File: src/rtl/root_nth_iter.sv
// Bit-serial n-th root: out_data = largest r (Q(DIN_W).(FRAC_W)) with r^n <= x, with a truncating multiply per POW cycle.
// Latency OUT_W*(n+2)+1 cycles for n>=2, 1 cycle for n<2; result held until out_ready. Build macro: ROOT_EARLY_EXIT_EN.
// Backpressure: in_ready only in IDLE, requests while busy are dropped; DONE holds outputs until out_ready.
module root_nth_iter #(
    parameter int DIN_W  = 10,
    parameter int EXP_W  = 3,
    parameter int FRAC_W = 5,
    parameter int OUT_W  = DIN_W + FRAC_W,
    parameter int ACC_W  = OUT_W + 1
) (
    input  logic             clk,
    input  logic             rst_n,
    input  logic             in_valid,
    input  logic [DIN_W-1:0] in_data_1,
    input  logic [EXP_W-1:0] in_data_2,
    output logic             in_ready,
    output logic             out_valid,
    input  logic             out_ready,
    output logic [OUT_W-1:0] out_data,
    output logic             out_exact,
    output logic             out_err
);
    localparam int BW   = (OUT_W > 1) ? $clog2(OUT_W) : 1;
    localparam int PR_W = ACC_W + OUT_W;

    typedef enum logic [2:0] {S_IDLE, S_TRIAL, S_POW, S_CMP, S_DONE} state_t;

    state_t           state, state_nx;
    logic [DIN_W-1:0] x_q;
    logic [EXP_W-1:0] n_q;
    logic [EXP_W-1:0] k_q;
    logic [OUT_W-1:0] r_q;
    logic [OUT_W-1:0] t_q;
    logic [BW-1:0]    b_q;
    logic [ACC_W-1:0] p_q;
    logic             exact_q;
    logic             err_q;

    logic             accept;
    logic [ACC_W-1:0] x_cmp;
    logic [PR_W-1:0]  prod;
    logic [PR_W-1:0]  prod_sh;
    logic [ACC_W-1:0] p_step;
    logic             trial_le;
    logic             trial_eq;
    logic             last_pow;
    logic             early_stop;

    assign accept   = (state == S_IDLE) && in_valid;
    assign x_cmp    = ACC_W'(OUT_W'(x_q) << FRAC_W);
    assign prod     = PR_W'(p_q) * PR_W'(t_q);
    assign prod_sh  = prod >> FRAC_W;
    // Saturate so a huge trial can never wrap around and look small.
    assign p_step   = (|prod_sh[PR_W-1:ACC_W]) ? {ACC_W{1'b1}} : prod_sh[ACC_W-1:0];
    assign trial_le = (p_q <= x_cmp);
    assign trial_eq = (p_q == x_cmp);
    assign last_pow = (k_q == n_q - EXP_W'(1));

`ifdef ROOT_EARLY_EXIT_EN
    assign early_stop = trial_eq;
`else
    assign early_stop = 1'b0;
`endif

    always_ff @(posedge clk) begin
        if (!rst_n) state <= S_IDLE;
        else        state <= state_nx;
    end

    always_comb begin
        state_nx = state;
        case (state)
            S_IDLE:  if (in_valid) state_nx = (in_data_2 < EXP_W'(2)) ? S_DONE : S_TRIAL;
            S_TRIAL: state_nx = S_POW;
            S_POW:   if (last_pow) state_nx = S_CMP;
            S_CMP:   state_nx = ((b_q == '0) || early_stop) ? S_DONE : S_TRIAL;
            S_DONE:  if (out_ready) state_nx = S_IDLE;
            default: state_nx = S_IDLE;
        endcase
    end

    always_comb begin
        in_ready  = (state == S_IDLE);
        out_valid = (state == S_DONE);
        out_data  = out_valid ? r_q : '0;
        out_exact = out_valid & exact_q;
        out_err   = out_valid & err_q;
    end

    always_ff @(posedge clk) begin
        if (!rst_n) begin
            x_q     <= '0;
            n_q     <= '0;
            k_q     <= '0;
            r_q     <= '0;
            t_q     <= '0;
            b_q     <= '0;
            p_q     <= '0;
            exact_q <= 1'b0;
            err_q   <= 1'b0;
        end else begin
            case (state)
                S_IDLE: if (accept) begin
                    x_q     <= in_data_1;
                    n_q     <= in_data_2;
                    b_q     <= BW'(OUT_W - 1);
                    exact_q <= (in_data_2 == EXP_W'(1));
                    err_q   <= (in_data_2 == '0);
                    r_q     <= (in_data_2 == EXP_W'(1)) ? (OUT_W'(in_data_1) << FRAC_W) : '0;
                end
                S_TRIAL: begin
                    t_q <= r_q | (OUT_W'(1) << b_q);
                    p_q <= ACC_W'(1) << FRAC_W;
                    k_q <= '0;
                end
                S_POW: begin
                    p_q <= p_step;
                    k_q <= k_q + EXP_W'(1);
                end
                S_CMP: begin
                    if (trial_le) r_q <= t_q;
                    if (trial_eq) exact_q <= 1'b1;
                    if (b_q != '0) b_q <= b_q - BW'(1);
                end
                default: ;
            endcase
        end
    end
endmodule

File: config.mk
export PLATFORM = sky130hd
export DESIGN_NAME = root_nth_iter
export DESIGN_NICKNAME = d
export VERILOG_FILES = /design/src/rtl/root_nth_iter.sv
export SDC_FILE = /design/constraint.sdc
export NUM_CORES = 1
export LEC_CHECK = 0
export ABC_AREA = 1
export CORE_MARGIN = 8
export CORE_UTILIZATION = 66
export DETAILED_ROUTE_END_ITERATION = 16
export PLACE_DENSITY = 0.94
export REMOVE_ABC_BUFFERS = 1
export SLEW_MARGIN = 20
export SYNTH_ARGS = -nofsm -noshare
export SYNTH_HDL_FRONTEND = slang
export SYNTH_SLANG_ARGS = --single-unit
export TNS_END_PERCENT = 50
File: constraint.sdc
create_clock -name clk -period 10.7 [get_ports clk]
set_input_delay 1.605 -clock clk [delete_from_list [all_inputs] [get_ports clk]]
set_output_delay 1.605 -clock clk [all_outputs]
set_load 0.02 [all_outputs]
; ---- After elaboration in Yosys (flattened, before gate mapping)
; Cells that the tools add are included.
[word_totals]
ff_bits = 71
output_inout_bits = 19
[op_classes]
addsub = 3
multipliers = 1
n_lt_le_gt_ge = 2
eq_ne = 14
n_shift = 1
muxes = 20
n_bitwise = 3
n_reduce_logical = 13
[op_table]
columns = op, count
row1 = 2-to-1 mux 15 bit, 4
row2 = one-hot mux 16 bit (2 select lines), 1
row3 = multiplier 16 x 15 -> 31 bit, 1
row4 = one-hot mux 15 bit (2 select lines), 1
row5 = equality test 16 x 15 -> 1 bit, 1
row6 = less-or-equal comparator 16 x 15 -> 1 bit, 1
row7 = 2-to-1 mux 16 bit, 1
row8 = 2-to-1 mux 3 bit, 5
row9 = OR 15 bit, 1
row10 = one-hot mux 3 bit (5 select lines), 1
row11 = "<< shifter 1 x 4 -> 15 bit, first input constant", 1
row12 = AND reduction 3 bit, 4
row13 = "inequality test 2 bit, second input constant", 5
row14 = OR reduction 10 bit, 1
row15 = 2-to-1 mux 4 bit, 2
row16 = one-hot mux 4 bit (2 select lines), 1
row17 = "equality test 3 x 1 -> 1 bit, second input constant", 2
row18 = "equality test 3 x 2 -> 1 bit, second input constant", 2
row19 = logical NOT 3 bit, 2
row20 = one-hot mux 3 bit (2 select lines), 1
row21 = logical NOT 4 bit, 1
row22 = "inequality test 2 x 1 -> 1 bit, second input constant", 2
row23 = nonzero test 2 bit, 2
row24 = nonzero test 4 bit, 1
row25 = other kinds (11), 13

; ---- Logic depth before layout (Yosys ltp)
[depth]
depth_word = 4
depth_mapped = 34
mapped_depth_nobuf = 31

; ---- Worst setup path after synthesis
; OpenSTA, ideal clock, no wires.
[synth_path]
kind = reg-to-reg
from = register t_q[6]
to = register p_q[10]
setup_ns = 0.132
t_arrival_ns = 5.639
t_required_ns = 10.568
setup_slack_ns = 4.929
stages_incl_launch_ff = 29
path_buffers = 3
synth_period_minus_slack_ns = 5.771
path_cell_list = dfxtp_1 buf_1 clkbuf_1 nand2_1 fa_1 inv_1 fa_1 fa_1 fa_1 fa_1 inv_1 fa_1 inv_1 ha_1 nand2_1 inv_2 nand2_1 inv_1 a21oi_1 nor2_1 nor2_1 nand2_1 nand2_1 nand2_1 nor2_2 buf_6 nand4_1 nand2_1 a21oi_1
[synth_between]
elab_chain_cells = 4
[synth_lines]
columns = element, line
row1 = "start, declared", 33  ; logic [OUT_W-1:0] t_q;
row2 = "start signal, assigned", 112  ; t_q <= r_q | (OUT_W'(1) << b_q);
row3 = multiplier 16 x 15 -> 31 bit *, 51  ; assign prod = PR_W'(p_q) * PR_W'(t_q);
row4 = OR reduction 10 bit, 54  ; assign p_step = (|prod_sh[PR_W-1:ACC_W]) ? {ACC_W{1'b1}} : prod_sh[ACC_W-1:0];
row5 = 2-to-1 mux 16 bit *, 54
row6 = one-hot mux 16 bit (2 select lines) *, 102  ; case (state)
row7 = "end signal, assigned", 113  ; p_q <= ACC_W'(1) << FRAC_W;
row8 = "end signal, assigned", 117  ; p_q <= p_step;
row9 = "end, declared", 35  ; logic [ACC_W-1:0] p_q;
; Mark *: on every way between the ends. The rest lies on a longest branch, timed or not.
; A chain may end at the register's enable or synchronous reset.

; ---- Final worst setup path
[layout_path]
from = register t_q[6]
to = register p_q[4]
; Same word-level chain as after synthesis.

==> results.md <==
* Seq/Total Area, Yosys at 11.5%
* Max-Cap Viols at 0
* Total global-route track usage at 29.1%
* Starting density of the core at between 60% and 70%
* Multi-input gate area at 8660 µm²
* RSZ-0062 raised after global routing: no
* Fin. Hold Viols at 0
* Synth Cell Area at roughly 12000 µm²
* Placer Congestion at 0.967
* CTS buffer count at 9
* Status: completed
* Placed inst area at 12700 µm²
* Setup Buffers After CTS at 0
* Routed len/inst at 17.1 µm
* PwrDens at about 110 nW/µm²
* Leakage at between 7 and 8 nW
* Root Buffer: clkbuf_16
* Post-Place Setup Slack at 4030 ps
* Hold_buf cts at 0
* Crit path DAT at ~7000 ps
* Share of cells above drive strength 1 at around 3.4%
* Top Ports at 36
* Largest net degree at the start of global routing at between 40 and 50
* Ant diodes at 0
* Crit-path max cell delay at roughly 900 ps
* Num rows at 50
* Skew-Pair Late Insertion Delay at 340 ps
* Die area at approximately 23000 µm²
* Slew HR at 27.6%
* Critical path capture point type: flop
* Fillers at 1324
* Worst-path clk slew at 60 ps
* CTS resizes at 0
* Syn Inst Count at ~1800
* Reg2Reg Setup Slack at 3780 ps
* Worst path bufs/invs at 3
* Total grt overflow at 0
* Die H at approximately 150 µm
* Router iterations before antenna repair at 7
* Max FO, Critical Path at 18
* Delay-heaviest family, CP: adder cells
* Worst min path class: reg -> reg
* First-pass GRT wire length at ~56000 µm
* WS Path Type: reg -> reg
* Antenna violations before repair at 0
* Vias/cell at roughly 5.8
* EDFF count, synth at 0
* Measured slew at the worst slew-check pin at roughly 1100 ps
* Slowest library cell on the worst path: dfxtp_1
* Setup TNS at 0 ps
* Pins over their slew limit at 0
* Final Cycle Share at around 65%
* Final HPWL DP at around 25000 µm
* Fraction of registers with async set/reset at 0%
* Register area at about 1400 µm²
* Setup violations, final at 0
* Min Tclk post-route at about 6900 ps
* Port Buffers at 35
* WL final at about 33000 µm
* WHS at approximately 460 ps
* Area grow syn2layout at 4.90%
* Residual DRC at 0
* WP data required at 10880 ps
* Worst setup margin at about 3800 ps
* Detailed Route Iter0 Violations at 1400
* Fin util at 70.0%
* Placeable Area at 18500 µm²
* H-tree lvl count at 3
* Clock skew at roughly 7.6 ps
* Final #Nets at slightly above 2000
* Fmax at roughly 140 MHz
* Synth Flop Type: dfxtp_1
* Synth cell types at 44
* Peak supply drop at around 0.1 mV
* Final instance area at about 13000 µm²
* Synth warn at 0
* Mapped Avg Cell Area at between 7 and 8 µm²
* Vias at around 11000
* Type of origin of the critical path: flop
* Clock Path Buffers at 2
* Clock sink count at 71
* Final ANT Viol Nets at 0
* Cell mode on critical path: fa_1
* Chip Width at ~150 µm
* Vias in the first global route at 11800
* Synthesized flop and latch total at a little over 70
* CTS tree: yes
* CP Cell Sequence: nand2_1 > fa_1 > fa_1 > inv_1 > fa_1 > fa_1 > fa_1 > inv_1 > fa_1 > inv_1 > ha_1 > a21oi_1 > o21ai_0 > a21oi_1 > nor2_1 > nor2_1 > nand2_1 > nand2_1 > nand2_1 > nor2_2 > nand4_1 > nand2_1 > a21oi_1
placed cells by master (no fill, tap or decap), types with 3 or more instances in the layout:
cell type	n
ha_1	109
nand4_1	22
nand3b_1	3
inv_2	9
clkinvlp_4	3
nand2_1	428
o21ai_0	53
a21oi_1	75
clkbuf_16	9
a211oi_1	6
o21bai_1	4
a31oi_1	27
fa_1	179
nor3_1	10
dfxtp_1	71
xnor2_1	18
nor2_4	3
buf_4	4
xor2_1	3
nor3_2	4
nand3_1	46
nand3_2	6
clkinv_1	3
nand2_2	9
nor2_1	63
clkdlybuf4s50_1	35
inv_1	494
power by group:
group | switching [mW] | leakage [nW] | internal (mW)
sequential | 0.225 | 0.581 | 0.351
clock | 0.125 | 0.135 | 0.182
combinational | 0.334 | 6.99 | 0.174
flip-flops by register name, indices dropped and copies added (netlist names):
signal   flops
b_q          4
err_q        1
exact_q      1
k_q          3
n_q          3
p_q         16
r_q         15
state        3
t_q         15
x_q         10
final cells by class:
cell class | instances | area share [%]
multi-input combinational | 1088 | 66.9
inverter | 506 | 14.7
sequential | 71 | 11.0
timing repair buffer | 39 | 2.94
tap | 234 | 2.26
clock buffer | 10 | 1.77
clock inverter | 6 | 0.541
logic make-up (layout without fill, tap and decap cells):
group | after synthesis | in the layout | synth area share, %
compound gates | 175 | 175 | 7.93
xor+xnor | 21 | 21 | 1.49
fa+ha+maj | 288 | 288 | 40.1
buf+inv | 594 | 561 | 18.3
flops | 71 | 71 | 11.5
simple gates | 604 | 604 | 20.7
routing by layer:
| metal | vias to the layer above | routed length, µm | track usage, % |
|---|---|---|---|
| li1 | 5056 | - | - |
| met1 | 5248 | 12300 | 34.5 |
| met2 | 714 | 15900 | 49.4 |
| met3 | 223 | 3240 | 4.65 |
| met4 | 0 | 1970 | 16.9 |
| met5 | - | 0 | 0 |
worst register-to-register path: cells and delay by family, from the launching register on:
family          cells  cell delay, ps
fa+ha+maj           7            3440
simple gates        9            1460
flops               1             910
compound gates      4             760
buf+inv             3             200
per-stage QoR:
| step | total power [mW] | std cells |
|---|---|---|
| final | 1.39 | 1954 |
| after global routing | 1.45 | 1954 |
| after CTS | 1.36 | 1954 |
| after detailed placement | 1.04 | 1938 |
| after global placement | 1.01 | 1938 |
| after floorplan | 0.813 | 1665 |
synth_stat cells, types with 4 or more instances:
cell type | instances | area, µm²
a211oi_1 | 6 | 45.0
inv_1 | 494 | 1850
nand2_1 | 428 | 1610
nand3_2 | 6 | 60.1
nand4_1 | 22 | 138
ha_1 | 109 | 1360
o21ai_0 | 53 | 265
xnor2_1 | 18 | 158
nor3_1 | 10 | 50.1
o21bai_1 | 4 | 30.0
inv_2 | 9 | 33.8
a31oi_1 | 27 | 169
fa_1 | 179 | 3580
nand3_1 | 46 | 230
buf_4 | 5 | 37.5
clkbuf_1 | 76 | 285
dfxtp_1 | 71 | 1420
nand2_2 | 9 | 56.3
a21oi_1 | 75 | 375
nor3_2 | 4 | 40.0
nor2_1 | 63 | 236
worst paths after layout:
kind,start,cells after the start,end
setup reg to reg,t_q[6],23,p_q[4]
hold reg to reg,x_q[5],2,x_q[5]
hold / removal,x_q[5],2,x_q[5]
setup / recovery,t_q[6],23,p_q[4]
Power figures use the tool's default switching activity.
